### src/rtl/mult_sequencer_if.sv
`default_nettype none
// ============================================================================
// Module   : mult_sequencer_if
// Purpose  : Request/response bundle between the pipeline and mult_sequencer.
// Revision : 1.0 - initial release
// ============================================================================
interface mult_sequencer_if #(
  parameter int WIDTH = 32
);
  logic             Start;
  logic             Signed;
  logic [WIDTH-1:0] In1;
  logic [WIDTH-1:0] In2;
  logic             Flush;
  logic             Busy;
  logic             Stall;
  logic             Done;
  logic [WIDTH-1:0] HI;
  logic [WIDTH-1:0] LO;

  modport master (
    output Start, Signed, In1, In2, Flush,
    input  Busy, Stall, Done, HI, LO
  );

  modport slave (
    input  Start, Signed, In1, In2, Flush,
    output Busy, Stall, Done, HI, LO
  );
endinterface
`default_nettype wire

### src/rtl/mult_sequencer.sv
`default_nettype none
// ============================================================================
// Module   : mult_sequencer
// Purpose  : Iterative shift-add multiplier (mult/multu) with HI/LO results.
// Revision : 1.0 - initial release
// ============================================================================
module mult_sequencer #(
  parameter int WIDTH = 32
) (
  input  logic              clk,
  input  logic              reset,
  mult_sequencer_if.slave   bus
);

  localparam int CW = (WIDTH > 1) ? $clog2(WIDTH) : 1;
  localparam logic [CW-1:0] LAST_ITER = CW'(WIDTH - 1);

  typedef enum logic [1:0] {
    S_IDLE = 2'd0,
    S_RUN  = 2'd1,
    S_FIX  = 2'd2,
    S_DONE = 2'd3
  } state_t;

  state_t             state_q, state_d;
  logic [WIDTH-1:0]   mcand_q, mcand_d;
  logic [WIDTH-1:0]   mplier_q, mplier_d;
  logic [2*WIDTH-1:0] acc_q, acc_d;
  logic [CW-1:0]      cnt_q, cnt_d;
  logic               neg_q, neg_d;
  logic [WIDTH-1:0]   hi_q, hi_d;
  logic [WIDTH-1:0]   lo_q, lo_d;

  logic               w_accepting;
  logic               w_accept;
  logic [WIDTH-1:0]   w_abs1;
  logic [WIDTH-1:0]   w_abs2;
  logic [WIDTH:0]     w_sum;
  logic [2*WIDTH-1:0] w_prod;

  assign w_accepting = (state_q == S_IDLE) || (state_q == S_DONE);
  assign w_accept    = bus.Start && w_accepting;

  // Negating the most negative value wraps back to itself, which read as
  // unsigned is exactly its magnitude.
  assign w_abs1 = (bus.Signed && bus.In1[WIDTH-1]) ? -bus.In1 : bus.In1;
  assign w_abs2 = (bus.Signed && bus.In2[WIDTH-1]) ? -bus.In2 : bus.In2;

  assign w_sum  = {1'b0, acc_q[2*WIDTH-1:WIDTH]} +
                  (mplier_q[0] ? {1'b0, mcand_q} : (WIDTH+1)'(0));
  assign w_prod = neg_q ? -acc_q : acc_q;

  always_comb begin
    state_d  = state_q;
    mcand_d  = mcand_q;
    mplier_d = mplier_q;
    acc_d    = acc_q;
    cnt_d    = cnt_q;
    neg_d    = neg_q;
    hi_d     = hi_q;
    lo_d     = lo_q;

    if (bus.Flush) begin
      state_d = S_IDLE;
    end else begin
      case (state_q)
        S_RUN: begin
          acc_d    = {w_sum, acc_q[WIDTH-1:1]};
          mplier_d = mplier_q >> 1;
          cnt_d    = cnt_q + 1'b1;
          if (cnt_q == LAST_ITER) state_d = S_FIX;
        end
        S_FIX: begin
          hi_d    = w_prod[2*WIDTH-1:WIDTH];
          lo_d    = w_prod[WIDTH-1:0];
          state_d = S_DONE;
        end
        S_DONE: begin
          state_d = S_IDLE;
        end
        default: ;
      endcase

      if (w_accept) begin
        mcand_d  = w_abs1;
        mplier_d = w_abs2;
        neg_d    = bus.Signed && (bus.In1[WIDTH-1] ^ bus.In2[WIDTH-1]);
        acc_d    = '0;
        cnt_d    = '0;
        state_d  = S_RUN;
      end
    end
  end

  always_ff @(posedge clk) begin
    if (reset) begin
      state_q  <= S_IDLE;
      mcand_q  <= '0;
      mplier_q <= '0;
      acc_q    <= '0;
      cnt_q    <= '0;
      neg_q    <= 1'b0;
      hi_q     <= '0;
      lo_q     <= '0;
    end else begin
      state_q  <= state_d;
      mcand_q  <= mcand_d;
      mplier_q <= mplier_d;
      acc_q    <= acc_d;
      cnt_q    <= cnt_d;
      neg_q    <= neg_d;
      hi_q     <= hi_d;
      lo_q     <= lo_d;
    end
  end

  assign bus.Busy  = (state_q == S_RUN) || (state_q == S_FIX);
  assign bus.Done  = (state_q == S_DONE);
  assign bus.Stall = bus.Busy || w_accept;
  assign bus.HI    = hi_q;
  assign bus.LO    = lo_q;

endmodule
`default_nettype wire

### src/flat_wrapper.sv
// flat-port wrapper written by rule: the top's interface ports become plain ports
module mult_sequencer_flat 
#(
  parameter int WIDTH = 32
)
  (clk, reset, bus_Start, bus_Signed, bus_In1, bus_In2, bus_Flush, bus_Busy, bus_Stall, bus_Done, bus_HI, bus_LO);
  mult_sequencer_if #(.WIDTH(WIDTH)) bus_i ();
  input  logic clk;
  input  logic reset;
  input wire logic [$bits(bus_i.Start)-1:0] bus_Start;
  input wire logic [$bits(bus_i.Signed)-1:0] bus_Signed;
  input wire logic [$bits(bus_i.In1)-1:0] bus_In1;
  input wire logic [$bits(bus_i.In2)-1:0] bus_In2;
  input wire logic [$bits(bus_i.Flush)-1:0] bus_Flush;
  output wire logic [$bits(bus_i.Busy)-1:0] bus_Busy;
  output wire logic [$bits(bus_i.Stall)-1:0] bus_Stall;
  output wire logic [$bits(bus_i.Done)-1:0] bus_Done;
  output wire logic [$bits(bus_i.HI)-1:0] bus_HI;
  output wire logic [$bits(bus_i.LO)-1:0] bus_LO;
  assign bus_i.Start = bus_Start;
  assign bus_i.Signed = bus_Signed;
  assign bus_i.In1 = bus_In1;
  assign bus_i.In2 = bus_In2;
  assign bus_i.Flush = bus_Flush;
  assign bus_Busy = bus_i.Busy;
  assign bus_Stall = bus_i.Stall;
  assign bus_Done = bus_i.Done;
  assign bus_HI = bus_i.HI;
  assign bus_LO = bus_i.LO;
  mult_sequencer #(.WIDTH(WIDTH)) u_core (.clk(clk), .reset(reset), .bus(bus_i));
endmodule
### config.mk
export PLATFORM = sky130hd
export DESIGN_NAME = mult_sequencer_flat
export DESIGN_NICKNAME = d
export VERILOG_FILES = /design/src/rtl/mult_sequencer_if.sv /design/src/rtl/mult_sequencer.sv /design/src/flat_wrapper.sv
export SDC_FILE = /design/constraint.sdc
export NUM_CORES = 1
export LEC_CHECK = 0
export CAP_MARGIN = 15
export CORE_MARGIN = 2
export CORE_UTILIZATION = 50
export CTS_BUF_LIST = sky130_fd_sc_hd__clkbuf_8
export DETAILED_ROUTE_END_ITERATION = 12
export PLACE_DENSITY = 0.72
export SLEW_MARGIN = 20
export SYNTH_ARGS = -nofsm -noshare
export SYNTH_HDL_FRONTEND = slang
export SYNTH_SLANG_ARGS = --single-unit
### constraint.sdc
create_clock -name clk -period 4.3 [get_ports clk]
set_clock_uncertainty 0.15 [all_clocks]
set_input_delay 0.43 -clock clk [delete_from_list [all_inputs] [get_ports clk]]
set_output_delay 0.43 -clock clk [all_outputs]
set_load 0.01 [all_outputs]
==> results.yml <==
worst_setup_path:
  start_kind: "flop"
  crit_start: "u_core.mplier_q[0]"
  worstSetupPathType: "flop to flop"
  worst_setup_path_end_kind: "flop"
  rrSetupSlack_ns: 0.63
  r2r_cells: 12
  cp-endpoint: "u_core.acc_q[55]"
  arrival_ns: 3.96
  reg2reg_from: "u_core.mplier_q[0]"
  r2r_end: "u_core.acc_q[55]"
  cp_max_fo: 31
  crit_required_ns: 4.58
clocking:
  cts_resized: 0
  postCtsSetupRepairBufs: 0
  clk_pin_slew_worst_paths_ns: 0.12
  clk_latency_ns: 0.50
  holdBufCountCts: 0
  root_buffer: "clkbuf_8"
  cts.sinks: 200
  cts_buffers: 17
  cts-htree-levels: 4
  clockBufferDepth: 2
  cts_tree: "yes"
route:
  detail_route.wl_per_cell_um: 16.5
  via_per_inst: 5.84
  finalWirelength_mm: 31.5
  drt-initial-drc-count: 827
  drtPass1Iterations: 5
  drc: 0
  drtAntennaViolNets: 0
  num_vias: 11181
yosys:
  ys_ff_latch: 200
  ys_top_cells_by_area: "dfxtp_1, nor2_1, xor2_1, nand2_1, ha_1"
  synthArstFlopShare_pct: 0
  synth_flop_cell: "dfxtp_1"
  seq_area_frac_synth_pct: 33.6
  synth.net_count: 1621
  synth_top_area_cell: "dfxtp_1"
  synth_edf_count: 0
  syn-cell-area_um2: 11900
  synth_top_area_share_pct: 33.6
  synthCells: 1510
  synth.avg_cell_area_um2: 7.89
  ys_types: 71
  synth_warnings: 0
sta:
  fin_crit_sh_pct: 85.4
  setup_viol: 0
  final_max_slew_viol_count: 0
  worst_pin_slew_ns: 0.992
  fmax_ghz: 0.272
  whs_ns: 0.248
  finalSetupTns_ns: 0
  rsz0062_at_grt: "false"
  timing.slew.headroom_pct: 33.2
  final.min_clock_period_ns: 3.67
  final-hold-violation-count: 0
finish:
  final_nets: 1693
  area_delta_synth_final_pct: 16.6
  most-common-layout-cells: "nor2_1, dfxtp_1, nand2_1"
  final_common_cell: "nor2_1"
  fill_cells: 2234
  drive_above_1_share_pct: 4.83
  antenna-diode-count: 0
placed_design:
  hpwl_mm: 23.7
  gp_congestion: 0.936
  portBuffers: 135
global_route:
  grt-ovfl-total: 0
  grt_pass1_vias: 10049
  antenna_found_initial: 0
  grt.total_usage_pct: 25.0
  grt_pass1_wl_mm: 50.7
  grt_start_max_net_pins: 70
status:
  outcome: "completed"
power_and_ir_drop:
  power.density_nw_per_um2: 261
  p_leak_nw: 5.17
  vdd_drop_max_uv: 145
floorplanning:
  initial_utilization_pct: 50.9
  die_width_um: 158
  num_rows: 56
  die_h_um: 158
  die-area_um2: 25100
  ios: 136
  core_area_um2: 23400
worst_hold_path:
  hold_start: "reset"
  hp-class: "input pin to flop"
job:
  maxCapViolCount: 0
per-layer routing:
metal | vias to the layer above | GRT usage, % | part of all wire, % | routed length [um]
met1 | 5150 | 37.2 | 48 | 15200
li1 | 5609 | - | - | -
met5 | - | 0 | 0 | 0
met4 | 0 | 6.74 | 1.5 | 483
met3 | 35 | 3.02 | 7.2 | 2260
met2 | 387 | 38.0 | 43 | 13600
how the worst min path moves through the flow:
stage	end	slack (ns)	cells after the start
5_1_grt	u_core.acc_q[33]	0.24	2
3_5_place_dp	u_core.bus.HI[15]	0.29	2
6_report	u_core.acc_q[33]	0.25	2
3_3_place_gp	u_core.mplier_q[19]	0.29	2
4_1_cts	u_core.mcand_q[1]	0.22	2
2_1_floorplan	u_core.mcand_q[26]	0.27	2
state kept, by name, indices dropped and copies added, names as in the netlist:
name and flops:
u_core.acc_q 64, u_core.neg_q 1, u_core.mcand_q 32, u_core.mplier_q 32, u_core.bus.LO 32, u_core.cnt_q 5
u_core.state_q 2, u_core.bus.HI 32
metrics by stage:
stage / setup slack, ns / instance area, um2 / std cells / power, mW / utilization, %
final: 0.626 / 13900 / 1914 / 3.62 / 59.3
after global routing: 0.346 / 13900 / 1914 / 3.76 / 59.3
after CTS: 0.639 / 13900 / 1913 / 3.64 / 59.2
after detailed placement: 0.663 / 13400 / 1881 / 2.39 / 57.4
after global placement: 0.796 / 13400 / 1881 / 2.38 / 57.4
after floorplan: 1.22 / 11900 / 1510 / 2.22 / -
critical path, stage by stage (launching register included):
cell and delay, ns:
dfxtp_1 0.37, buf_4 0.23, and2_1 0.16, ha_1 0.16, inv_1 0.06, fa_1 0.39
nand2b_1 0.17, a21oi_1 0.27, o21ai_0 0.23, a211oi_1 0.56, a21oi_1 0.24, or4b_1 0.54
nand3_1 0.09
area by class of cell:
| cell class | count | area (um2) | share of cell area (%) |
|---|---|---|---|
| timing repair buffer | 153 | 1500 | 10.8 |
| tap | 319 | 399 | 2.88 |
| inverter | 20 | 75.1 | 0.541 |
| sequential | 200 | 4010 | 28.9 |
| clock inverter | 15 | 186 | 1.34 |
| clock buffer | 17 | 234 | 1.69 |
| multi-input combinational | 1190 | 7480 | 53.9 |
cells in the mapped netlist (3+ instances only):
master / instances
a211oi_1: 57
a311oi_1: 4
nand2_1: 147
a221oi_1: 4
o31ai_1: 25
and3_1: 9
nor4_1: 15
or4b_1: 3
nand2b_1: 15
nand4b_1: 4
nor2b_1: 5
nor3_1: 39
or3_1: 32
o41ai_2: 6
xnor2_1: 49
o21ai_0: 88
xor2_1: 83
clkbuf_1: 92
a31oi_1: 10
a21o_1: 6
a21oi_1: 98
inv_1: 20
nand3_1: 19
a2111oi_0: 5
nand4_1: 11
o31ai_2: 3
o41ai_1: 11
or4_1: 5
o21ai_1: 16
a22oi_1: 45
nor2_1: 205
a222oi_1: 15
buf_1: 5
o22ai_1: 4
and2_1: 40
nand3b_1: 6
dfxtp_1: 200
a22o_1: 7
o211ai_1: 11
ha_1: 41
mux2i_1: 9
kinds of logic after synthesis:
family          after synthesis  synth area share (%)
buf+inv                     120                  3.87
compound gates              432                  24.3
flops                       200                  33.6
simple gates                575                  23.2
xor+xnor                    132                  9.71
fa+ha+maj                    42                  4.48
mux                           9                 0.757
power by group:
group	leakage, nW	internal (mW)	switching, mW
clock	0.211	0.461	0.806
combinational	3.34	0.182	0.242
sequential	1.62	1.90	0.0295
total	5.17	2.54	1.08
Note: power is estimated with default switching activity, not from simulation.
